<file path="src/rtl/muldiv_pkg.sv">
// Shared op codes, FSM states and widths for the HI/LO multiply/divide unit.
package muldiv_pkg;

    localparam int unsigned DATA_W = 32;
    localparam int unsigned PROD_W = 64;
    localparam int unsigned CNT_W  = 5;
    localparam int unsigned OP_W   = 3;

    localparam logic [OP_W-1:0] OP_MULT  = 3'd0;
    localparam logic [OP_W-1:0] OP_MULTU = 3'd1;
    localparam logic [OP_W-1:0] OP_DIV   = 3'd2;
    localparam logic [OP_W-1:0] OP_DIVU  = 3'd3;
    localparam logic [OP_W-1:0] OP_MTHI  = 3'd4;
    localparam logic [OP_W-1:0] OP_MTLO  = 3'd5;

    typedef enum logic [1:0] {
        IDLE,
        MUL_WAIT,
        DIV_RUN,
        DIV_FIX
    } state_e;

    // Two's-complement negate when neg is set; used for magnitudes and sign fix-up.
    function automatic logic [DATA_W-1:0] apply_sign(input logic [DATA_W-1:0] v, input logic neg);
        return neg ? DATA_W'(~v + 1'b1) : v;
    endfunction

endpackage

</file>
<file path="src/rtl/hilo_muldiv_unit_if.sv">
// Execute/decode-facing bundle of the HI/LO multiply/divide unit.
interface hilo_muldiv_unit_if;
    import muldiv_pkg::*;

    logic              start;
    logic [OP_W-1:0]   op;
    logic [DATA_W-1:0] rs_value;
    logic [DATA_W-1:0] rt_value;
    logic              mf_req;
    logic              busy;
    logic              hilo_stall;
    logic [DATA_W-1:0] reg_hi;
    logic [DATA_W-1:0] reg_lo;

    modport master (
        output start, op, rs_value, rt_value, mf_req,
        input  busy, hilo_stall, reg_hi, reg_lo
    );

    modport slave (
        input  start, op, rs_value, rt_value, mf_req,
        output busy, hilo_stall, reg_hi, reg_lo
    );

endinterface

</file>
<file path="src/rtl/div_step.sv">
// One restoring radix-2 divide iteration on unsigned magnitudes.
module div_step
    import muldiv_pkg::*;
(
    input  logic [DATA_W-1:0] rem,
    input  logic              dvd_bit,
    input  logic [DATA_W-1:0] divisor,
    output logic [DATA_W-1:0] rem_next,
    output logic              q_bit
);

    logic [DATA_W:0]   shifted;
    logic [DATA_W-1:0] trial;

    assign shifted  = {rem, dvd_bit};
    // Only kept when shifted >= divisor, so the true difference fits in DATA_W bits.
    assign trial    = shifted[DATA_W-1:0] - divisor;
    assign q_bit    = (shifted >= {1'b0, divisor});
    assign rem_next = q_bit ? trial : shifted[DATA_W-1:0];

endmodule

</file>
<file path="src/rtl/hilo_muldiv_unit.sv">
// Multi-cycle MULT/DIV unit owning architectural HI/LO, with decode stall on MFHI/MFLO.
module hilo_muldiv_unit
    import muldiv_pkg::*;
#(
    parameter int unsigned MULT_CYCLES = 4
) (
    input  logic               clk,
    input  logic               rst_n,
    hilo_muldiv_unit_if.slave  bus
);

    state_e            state_q, state_d;
    logic [CNT_W-1:0]  cnt_q, cnt_d;
    logic [PROD_W-1:0] prod_q, prod_d;
    logic [DATA_W-1:0] hi_q, hi_d, lo_q, lo_d;
    logic [DATA_W-1:0] rem_q, rem_d, dq_q, dq_d, dvs_q, dvs_d;
    logic              q_neg_q, q_neg_d, r_neg_q, r_neg_d;

    logic              signed_mul, signed_div;
    logic [PROD_W-1:0] mul_a, mul_b, product;
    logic [DATA_W-1:0] step_rem;
    logic              step_q;

    // Sign-extend (MULT) or zero-extend (MULTU); low 64 bits of the product are exact either way.
    assign signed_mul = (bus.op == OP_MULT);
    assign signed_div = (bus.op == OP_DIV);
    assign mul_a      = {{DATA_W{signed_mul & bus.rs_value[DATA_W-1]}}, bus.rs_value};
    assign mul_b      = {{DATA_W{signed_mul & bus.rt_value[DATA_W-1]}}, bus.rt_value};
    assign product    = mul_a * mul_b;

    // dq_q shifts dividend bits out of the top and quotient bits in at the bottom.
    div_step u_div_step (
        .rem      (rem_q),
        .dvd_bit  (dq_q[DATA_W-1]),
        .divisor  (dvs_q),
        .rem_next (step_rem),
        .q_bit    (step_q)
    );

    always_ff @(posedge clk or negedge rst_n) begin
        if (!rst_n) begin
            state_q <= IDLE;
            cnt_q   <= '0;
            prod_q  <= '0;
            hi_q    <= '0;
            lo_q    <= '0;
            rem_q   <= '0;
            dq_q    <= '0;
            dvs_q   <= '0;
            q_neg_q <= 1'b0;
            r_neg_q <= 1'b0;
        end else begin
            state_q <= state_d;
            cnt_q   <= cnt_d;
            prod_q  <= prod_d;
            hi_q    <= hi_d;
            lo_q    <= lo_d;
            rem_q   <= rem_d;
            dq_q    <= dq_d;
            dvs_q   <= dvs_d;
            q_neg_q <= q_neg_d;
            r_neg_q <= r_neg_d;
        end
    end

    always_comb begin
        state_d = state_q;
        cnt_d   = cnt_q;
        prod_d  = prod_q;
        hi_d    = hi_q;
        lo_d    = lo_q;
        rem_d   = rem_q;
        dq_d    = dq_q;
        dvs_d   = dvs_q;
        q_neg_d = q_neg_q;
        r_neg_d = r_neg_q;
        case (state_q)
            IDLE: begin
                if (bus.start) begin
                    case (bus.op)
                        OP_MULT, OP_MULTU: begin
                            prod_d  = product;
                            cnt_d   = CNT_W'(MULT_CYCLES - 1);
                            state_d = MUL_WAIT;
                        end
                        OP_DIV, OP_DIVU: begin
                            dq_d    = apply_sign(bus.rs_value, signed_div & bus.rs_value[DATA_W-1]);
                            dvs_d   = apply_sign(bus.rt_value, signed_div & bus.rt_value[DATA_W-1]);
                            r_neg_d = signed_div & bus.rs_value[DATA_W-1];
                            // Divide by zero keeps the all-ones quotient unsigned.
                            q_neg_d = signed_div & (bus.rs_value[DATA_W-1] ^ bus.rt_value[DATA_W-1])
                                      & (bus.rt_value != '0);
                            rem_d   = '0;
                            cnt_d   = CNT_W'(DATA_W - 1);
                            state_d = DIV_RUN;
                        end
                        OP_MTHI: hi_d = bus.rs_value;
                        OP_MTLO: lo_d = bus.rs_value;
                        default: ;
                    endcase
                end
            end
            MUL_WAIT: begin
                if (cnt_q == '0) begin
                    hi_d    = prod_q[PROD_W-1:DATA_W];
                    lo_d    = prod_q[DATA_W-1:0];
                    state_d = IDLE;
                end else begin
                    cnt_d = cnt_q - 1'b1;
                end
            end
            DIV_RUN: begin
                rem_d = step_rem;
                dq_d  = {dq_q[DATA_W-2:0], step_q};
                if (cnt_q == '0) begin
                    state_d = DIV_FIX;
                end else begin
                    cnt_d = cnt_q - 1'b1;
                end
            end
            DIV_FIX: begin
                lo_d    = apply_sign(dq_q, q_neg_q);
                hi_d    = apply_sign(rem_q, r_neg_q);
                state_d = IDLE;
            end
            default: state_d = IDLE;
        endcase
    end

    assign bus.busy       = (state_q != IDLE);
    assign bus.hilo_stall = bus.busy & bus.mf_req;
    assign bus.reg_hi     = hi_q;
    assign bus.reg_lo     = lo_q;

endmodule

</file>
<file path="src/flat_wrapper.sv">
// flat-port wrapper written by rule: the top's interface ports become plain ports
module hilo_muldiv_unit_flat import muldiv_pkg::*;
#(
    parameter int unsigned MULT_CYCLES = 4
)
  (clk, rst_n, bus_start, bus_op, bus_rs_value, bus_rt_value, bus_mf_req, bus_busy, bus_hilo_stall, bus_reg_hi, bus_reg_lo);
  hilo_muldiv_unit_if bus_i ();
  input  logic clk;
  input  logic rst_n;
  input wire logic [$bits(bus_i.start)-1:0] bus_start;
  input wire logic [$bits(bus_i.op)-1:0] bus_op;
  input wire logic [$bits(bus_i.rs_value)-1:0] bus_rs_value;
  input wire logic [$bits(bus_i.rt_value)-1:0] bus_rt_value;
  input wire logic [$bits(bus_i.mf_req)-1:0] bus_mf_req;
  output wire logic [$bits(bus_i.busy)-1:0] bus_busy;
  output wire logic [$bits(bus_i.hilo_stall)-1:0] bus_hilo_stall;
  output wire logic [$bits(bus_i.reg_hi)-1:0] bus_reg_hi;
  output wire logic [$bits(bus_i.reg_lo)-1:0] bus_reg_lo;
  assign bus_i.start = bus_start;
  assign bus_i.op = bus_op;
  assign bus_i.rs_value = bus_rs_value;
  assign bus_i.rt_value = bus_rt_value;
  assign bus_i.mf_req = bus_mf_req;
  assign bus_busy = bus_i.busy;
  assign bus_hilo_stall = bus_i.hilo_stall;
  assign bus_reg_hi = bus_i.reg_hi;
  assign bus_reg_lo = bus_i.reg_lo;
  hilo_muldiv_unit #(.MULT_CYCLES(MULT_CYCLES)) u_core (.clk(clk), .rst_n(rst_n), .bus(bus_i));
endmodule
</file>
<file path="config.mk">
export PLATFORM = sky130hd
export DESIGN_NAME = hilo_muldiv_unit_flat
export DESIGN_NICKNAME = d
export VERILOG_FILES = /design/src/rtl/muldiv_pkg.sv /design/src/rtl/hilo_muldiv_unit_if.sv /design/src/rtl/div_step.sv /design/src/rtl/hilo_muldiv_unit.sv /design/src/flat_wrapper.sv
export SDC_FILE = /design/constraint.sdc
export NUM_CORES = 2
export LEC_CHECK = 0
export ABC_AREA = 1
export BUFFER_PORTS_ARGS = -buffer_cell sky130_fd_sc_hd__buf_2
export CORE_MARGIN = 2
export CORE_UTILIZATION = 50
export CTS_CLUSTER_DIAMETER = 200
export DETAILED_ROUTE_END_ITERATION = 12
export GPL_ROUTABILITY_DRIVEN = 1
export PLACE_DENSITY = 0.77
export REMOVE_ABC_BUFFERS = 1
export SLEW_MARGIN = 20
export SYNTH_ARGS = -nofsm -noshare
export SYNTH_HDL_FRONTEND = slang
export SYNTH_SLANG_ARGS = --single-unit
</file>
<file path="constraint.sdc">
create_clock -name clk -period 6.1 [get_ports clk]
set_clock_uncertainty 0.2 [all_clocks]
set_input_delay 0.305 -clock clk [delete_from_list [all_inputs] [get_ports clk]]
set_output_delay 0.305 -clock clk [all_outputs]
set_load 0.01 [all_outputs]
</file>
==> After elaboration in Yosys (flattened, before gate mapping) <==
Cells that the tools add are included.
{ "totals": {"ff_bits": 233, "wordCells": 92, "in_bits": 71, "out_inout_bits": 66} }
{ "classes": {"reduce_logical": 18, "n_lt_le_gt_ge": 1, "bitwise_logic": 12, "eq_ne": 16, "addsub": 6, "mul": 1, "mux": 28} }
{ "op_table": {"columns": ["cell", "n"], "rows": [
  ["2-to-1 mux 32 bit", 15],
  ["case mux 32 bit (3 select lines)", 2],
  ["adder 32 x 1 -> 32 bit (second input constant)", 4],
  ["NOT 32 bit", 4],
  ["case mux 32 bit (2 select lines)", 2],
  ["multiplier 33 x 33 -> 64 bit", 1],
  [">= comparator 33 x 32 -> 1 bit", 1],
  ["nonzero test 32 bit", 1],
  ["subtractor 32 bit", 1],
  ["case mux 5 bit (2 select lines)", 2],
  ["AND reduction 4 bit", 4],
  ["2-to-1 mux 5 bit", 2],
  ["!= test 2 bit (second input constant)", 5],
  ["AND reduction 3 bit", 3],
  ["case mux 2 bit (4 select lines)", 1],
  ["AND 1 bit", 7],
  ["equality test 3 x 2 -> 1 bit (second input constant)", 2],
  ["equality test 3 bit (second input constant)", 2],
  ["2-to-1 mux 2 bit", 3],
  ["nonzero test 2 bit", 3],
  ["OR reduction 2 bit", 3],
  ["zero test 5 bit", 1],
  ["subtractor 5 x 1 -> 5 bit (second input constant)", 1],
  ["equality test 2 bit (second input constant)", 2],
  ["other kinds (9)", 10]
]} }

==> Longest topological paths before layout <==
{ "logic_depth": {"depth_word": 6, "depth_mapped": 35, "ltp_nobuf": 33} }

==> Hierarchy <==
From an unflattened synthesis, not the netlist that was laid out.
{ "unflattened": {"cells_unflattened": 7390, "area_unflattened_um2": 56220.2} }
{ "modules_own_cells": {"columns": ["module", "area_per_inst_um2", "seq_area_each_um2", "cells_per_inst", "n_inst"], "rows": [
  ["hilo_muldiv_unit", 53059.6, 5830.6, 6743, 1],
  ["div_step", 3160.5, 0.0, 647, 1]
]} }

==> Least setup slack after synthesis <==
OpenSTA, ideal clock, no wires.
{ "synth_timing": {"path_type": "input to register", "startpoint": "input port bus_op[2]", "endpoint": "register u_core.prod_q[63]", "required_time_ps": 5782, "arrival_ps": 7423, "cell_stages": 31, "setup_time_ps": 118, "path_buffers": 2, "path_slack_ps": -1641, "path_cell_list": "inv_1 -> nand2_1 -> clkbuf_1 -> clkbuf_1 -> nor2_1 -> fa_1 -> inv_1 -> fa_1 -> inv_1 -> fa_1 -> inv_1 -> fa_1 -> fa_1 -> inv_1 -> fa_1 -> inv_1 -> fa_1 -> fa_1 -> inv_1 -> ha_1 -> nand2_1 -> nor3_1 -> inv_1 -> nor3_1 -> inv_1 -> nor2_1 -> a21oi_1 -> inv_1 -> nand2_1 -> nand3_1 -> nand2_1"} }
{ "synth_between": {"elab_chain_len": 3, "word_cells_on_any_way": 7, "classes_between": "mul: 1; eq/ne: 1; bitwise: 2; reduce/logical: 3"} }
{ "synth_lines": {"columns": ["element", "line", "source"], "rows": [
  ["start: declaration", "flat_wrapper.sv:11", "input wire logic [$bits(bus_i.op)-1:0] bus_op;"],
  ["zero test 3 bit or equality test 3 x 1 -> 1 bit (tied branches)", "hilo_muldiv_unit.sv:25, hilo_muldiv_unit.sv:80", null],
  ["AND 1 bit (tied with other cells)", "hilo_muldiv_unit.sv:27", "assign mul_a = {{DATA_W{signed_mul & bus.rs_value[DATA_W-1]}}, bus.rs_value};"],
  ["multiplier 33 x 33 -> 64 bit or AND reduction 3 bit (tied branches)", null, null],
  ["end signal: assignment", "hilo_muldiv_unit.sv:55", "prod_q <= prod_d;"],
  ["end: declaration", "hilo_muldiv_unit.sv:14", "logic [PROD_W-1:0] prod_q, prod_d;"]
]} }
Parallel ways exist; a longest one is shown, timed or not.
A chain may end at the register's enable or synchronous reset.

==> Worst setup path in the final report <==
{ "layout_timing": {"startpoint": "input port bus_op[0]", "endpoint": "register u_core.prod_q[48]"} }
The elaborated chain is that of the path after synthesis.

==> summary.md <==
| Metric | Value |
|---|---|
| GRT Residual Overflow | 0 |
| Layout cells sized above 1 | around a fifth |
| Worst hold path type | input pin to flop |
| Pin count of the biggest net entering global routing | between 100 and 150 |
| Max-slew headroom | 31.0% |
| Post-synth top area share | around two fifths |
| Area growth from synthesis to layout | 22.9% |
| Synth area leader | fa_1 |
| Die ar. | between 100,000 and 150,000 sq um |
| Final Hold Fails | 0 |
| Most common cell on crit path | fa_1 |
| R2r endpoint | u_core.dq_q[16]$_DFFE_PN0P_ |
| Fin. max-slew vios | 0 |
| Syn avg cell area | roughly 7.6 sq um |
| Origin of the critical flop-to-flop path | u_core.state_q[1]$_DFFE_PN0P_ |
| Register area share after synthesis | between 10% and 20% |
| TritonCTS clock tree | built |
| Layout Nets | ~9.4k |
| Post-layout instance area | 68,600 sq um |
| Pre-CTS setup slack | -1.74 ns |
| FF-to-FF path depth | 11 |
| CP startpoint kind | input pin |
| Skew-Pair Late Insertion Delay | approximately 0.58 ns |
| CTS Buf Count | 28 |
| Cell Rows | between 100 and 150 |
| Post-synth EDFFs | 0 |
| Fin crit period | 6.90 ns |
| Vias in the first global route | approximately 54k |
| Chip width | 338 um |
| Gate Count Post-Synth | roughly 7.3k |
| Core outline area | roughly 110,000 sq um |
| CP required | ~6.4 ns |
| Wire per inst | ~21 um |
| Initial antenna violation count | 8 |
| Arr. time, crit path | 7.17 ns |
| Post-layout util | 62.0% |
| Critical path depth | 29 |
| DRC viols | 0 |
| Worst Tran Pin Value | 1.03 ns |
| WHS Path Cells | 5 |
| Most common cell in the synthesized netlist | nand2_1 |
| Mapped cell area | 55,800 sq um |
| Final setup vio count | 43 |
| Area contributors post-synth | fa_1 (40%), nand2_1 (13%), inv_1 (13%) |
| Synthesis Warnings | 0 |
| Max-Cap Viols | 0 |
| Worst Setup EP | u_core.prod_q[48]$_DFFE_PN0P_ |
| Via count | 51.5k |
| Setup CP Type | input pin to flop |
| CP top delay family | adder cells |
| Worst path slowest cell | fa_2 |
| Initial DRC Count | approximately 4.6k |
| Synth cell types | 57 |
| Antenna-violating nets left | 0 |
| Initial Utilization | between 50% and 60% |
| Failing checks | setup timing |
| Post-synth ARST share | 100% |
| CTS max path bufs | 3 |
| Placed instance area | 62,600 sq um |
| Hold slack final | ~0.012 ns |
| Worst path max stage delay | approximately 0.63 ns |
| CP Launch Point | bus_op[0] |
| CTS root buf | clkbuf_16 |
| N_diodes | 0 |
| Buf/Inv on CP | 9 |
| Pre-antenna DRT Iters | 9 |
| Fillers | about 9.3k |
| Run status | finished with violations |
| H-Tree Depth | 1 |
| Synth Register Bits | about 230 |
| Wirelength, routed | approximately 200,000 um |
| Commonest cells in the synthesized netlist | nand2_1 (1,955), inv_1 (1,859), fa_1 (1,126) |
| Via density | roughly 5.5 |
| IO Pins | between 100 and 150 |
| Max Fclk | ~0.14 GHz |
| All-Layer GR Usage | a little over a third |
| Max FO, Critical Path | 6 |
| First-pass GRT wire length | a little over 300,000 um |
| R2r setup slk | 2.49 ns |
| Clk slew on worst S/H paths | around 0.070 ns |
| Final WS setup | -0.801 ns |
| Synth Flop Type | dfrtp_1 |
| RSZ-0062 raised after global routing | yes |
| Clock Sinks | ~230 |
| IO buf count | between 100 and 150 |
| CP endpoint kind | flop |
| Final HPWL DP | around 160,000 um |
| GP Congestion | between 0.9 and 1 |
| Fin crit share | 113% |
| Vert. Die Dim | roughly 340 um |
==> area by class of cell <==
class	count	area [sq um]	area share, %
tap	1488	1860	2.71
timing repair buffer	905	7930	11.6
multi-input combinational	4892	45000	65.6
clock inverter	17	168	0.244
inverter	1872	7050	10.3
clock buffer	35	757	1.10
sequential	233	5830	8.50
==> routing by layer <==
metal	global-route usage, %	vias up	part of all wire [%]
met2	57.6	2590	47
met5	0	-	0.029
met1	44.6	25500	38
li1	-	22700	-
met3	5.72	633	9.4
met4	17.1	8	6.2
==> sequential cells by signal (all words and copies together) (netlist names) <==
register           flops
u_core.rem_q          32
u_core.prod_q         64
u_core.dq_q           32
u_core.dvs_q          32
u_core.bus.reg_lo     32
u_core.bus.reg_hi     32
u_core.state_q         2
u_core.q_neg_q         1
u_core.cnt_q           5
u_core.r_neg_q         1
==> kinds of logic (layout without fill, tap and decap cells) <==
kind of cell,count (synthesis),after routing,synth area share [%]
compound gates,540,540,5.90
xor+xnor,78,78,1.22
fa+ha+maj,1381,1381,46.1
buf+inv,2219,2829,15.1
flops,233,233,10.5
simple gates,2893,2893,21.2
==> repair_timing <==
item,in CTS,in global routing
endpoints found under the hold margin,101,0
hold buffers,1,0
pin swaps,129,235
setup endpoints to repair,52,52
cloned,3,4
gates resized for setup,546,509
buffers inserted,49,53
==> per-stage QoR <==
stage / std cells / setup TNS [ns]
final: 9442 / -23.47
after global routing: 9442 / -32.33
after CTS: 9388 / -22.21
after detailed placement: 9284 / -72.93
after global placement: 9284 / -70.60
after floorplan: 6997 / -38.68
==> tightest hold or removal path: cells and delay by family <==
kind / cells / cell delay, ns
buffers and inverters: 2 / 0.17
AO/OA/AOI/OAI: 1 / 0.09
AND/OR/NAND/NOR: 2 / 0.17
==> layout by cell type (no fill, tap or decap), drive strengths merged, types with 35 or more instances in the layout <==
master | Yosys | routed
a211oi | 35 | 35
a21oi | 151 | 151
buf | 99 | 890
clkbuf | 248 | 47
dfrtp | 233 | 233
fa | 1126 | 1126
ha | 255 | 255
inv | 1870 | 1869
nand2 | 1965 | 1965
nand3 | 370 | 370
nand4 | 74 | 74
nor2 | 395 | 395
nor3 | 48 | 48
o21ai | 189 | 189
xnor2 | 46 | 46
==> worst min path at each step <==
stage          startpoint                                to  slack (ns)
2_1_floorplan       rst_n  u_core.bus.reg_hi[0]$_DFFE_PN0P_       -0.19
3_3_place_gp        rst_n      u_core.rem_q[18]$_DFFE_PN0P_        0.22
3_5_place_dp        rst_n  u_core.bus.reg_hi[9]$_DFFE_PN0P_        0.22
4_1_cts         bus_op[2]       u_core.cnt_q[4]$_DFFE_PN0P_        0.03
5_1_grt         bus_op[2]       u_core.cnt_q[4]$_DFFE_PN0P_        0.05
6_report        bus_op[2]       u_core.cnt_q[4]$_DFFE_PN0P_        0.01
Power is not shown: default switching activity piles up to over one toggle a cycle in this logic, so the estimate is an artifact.
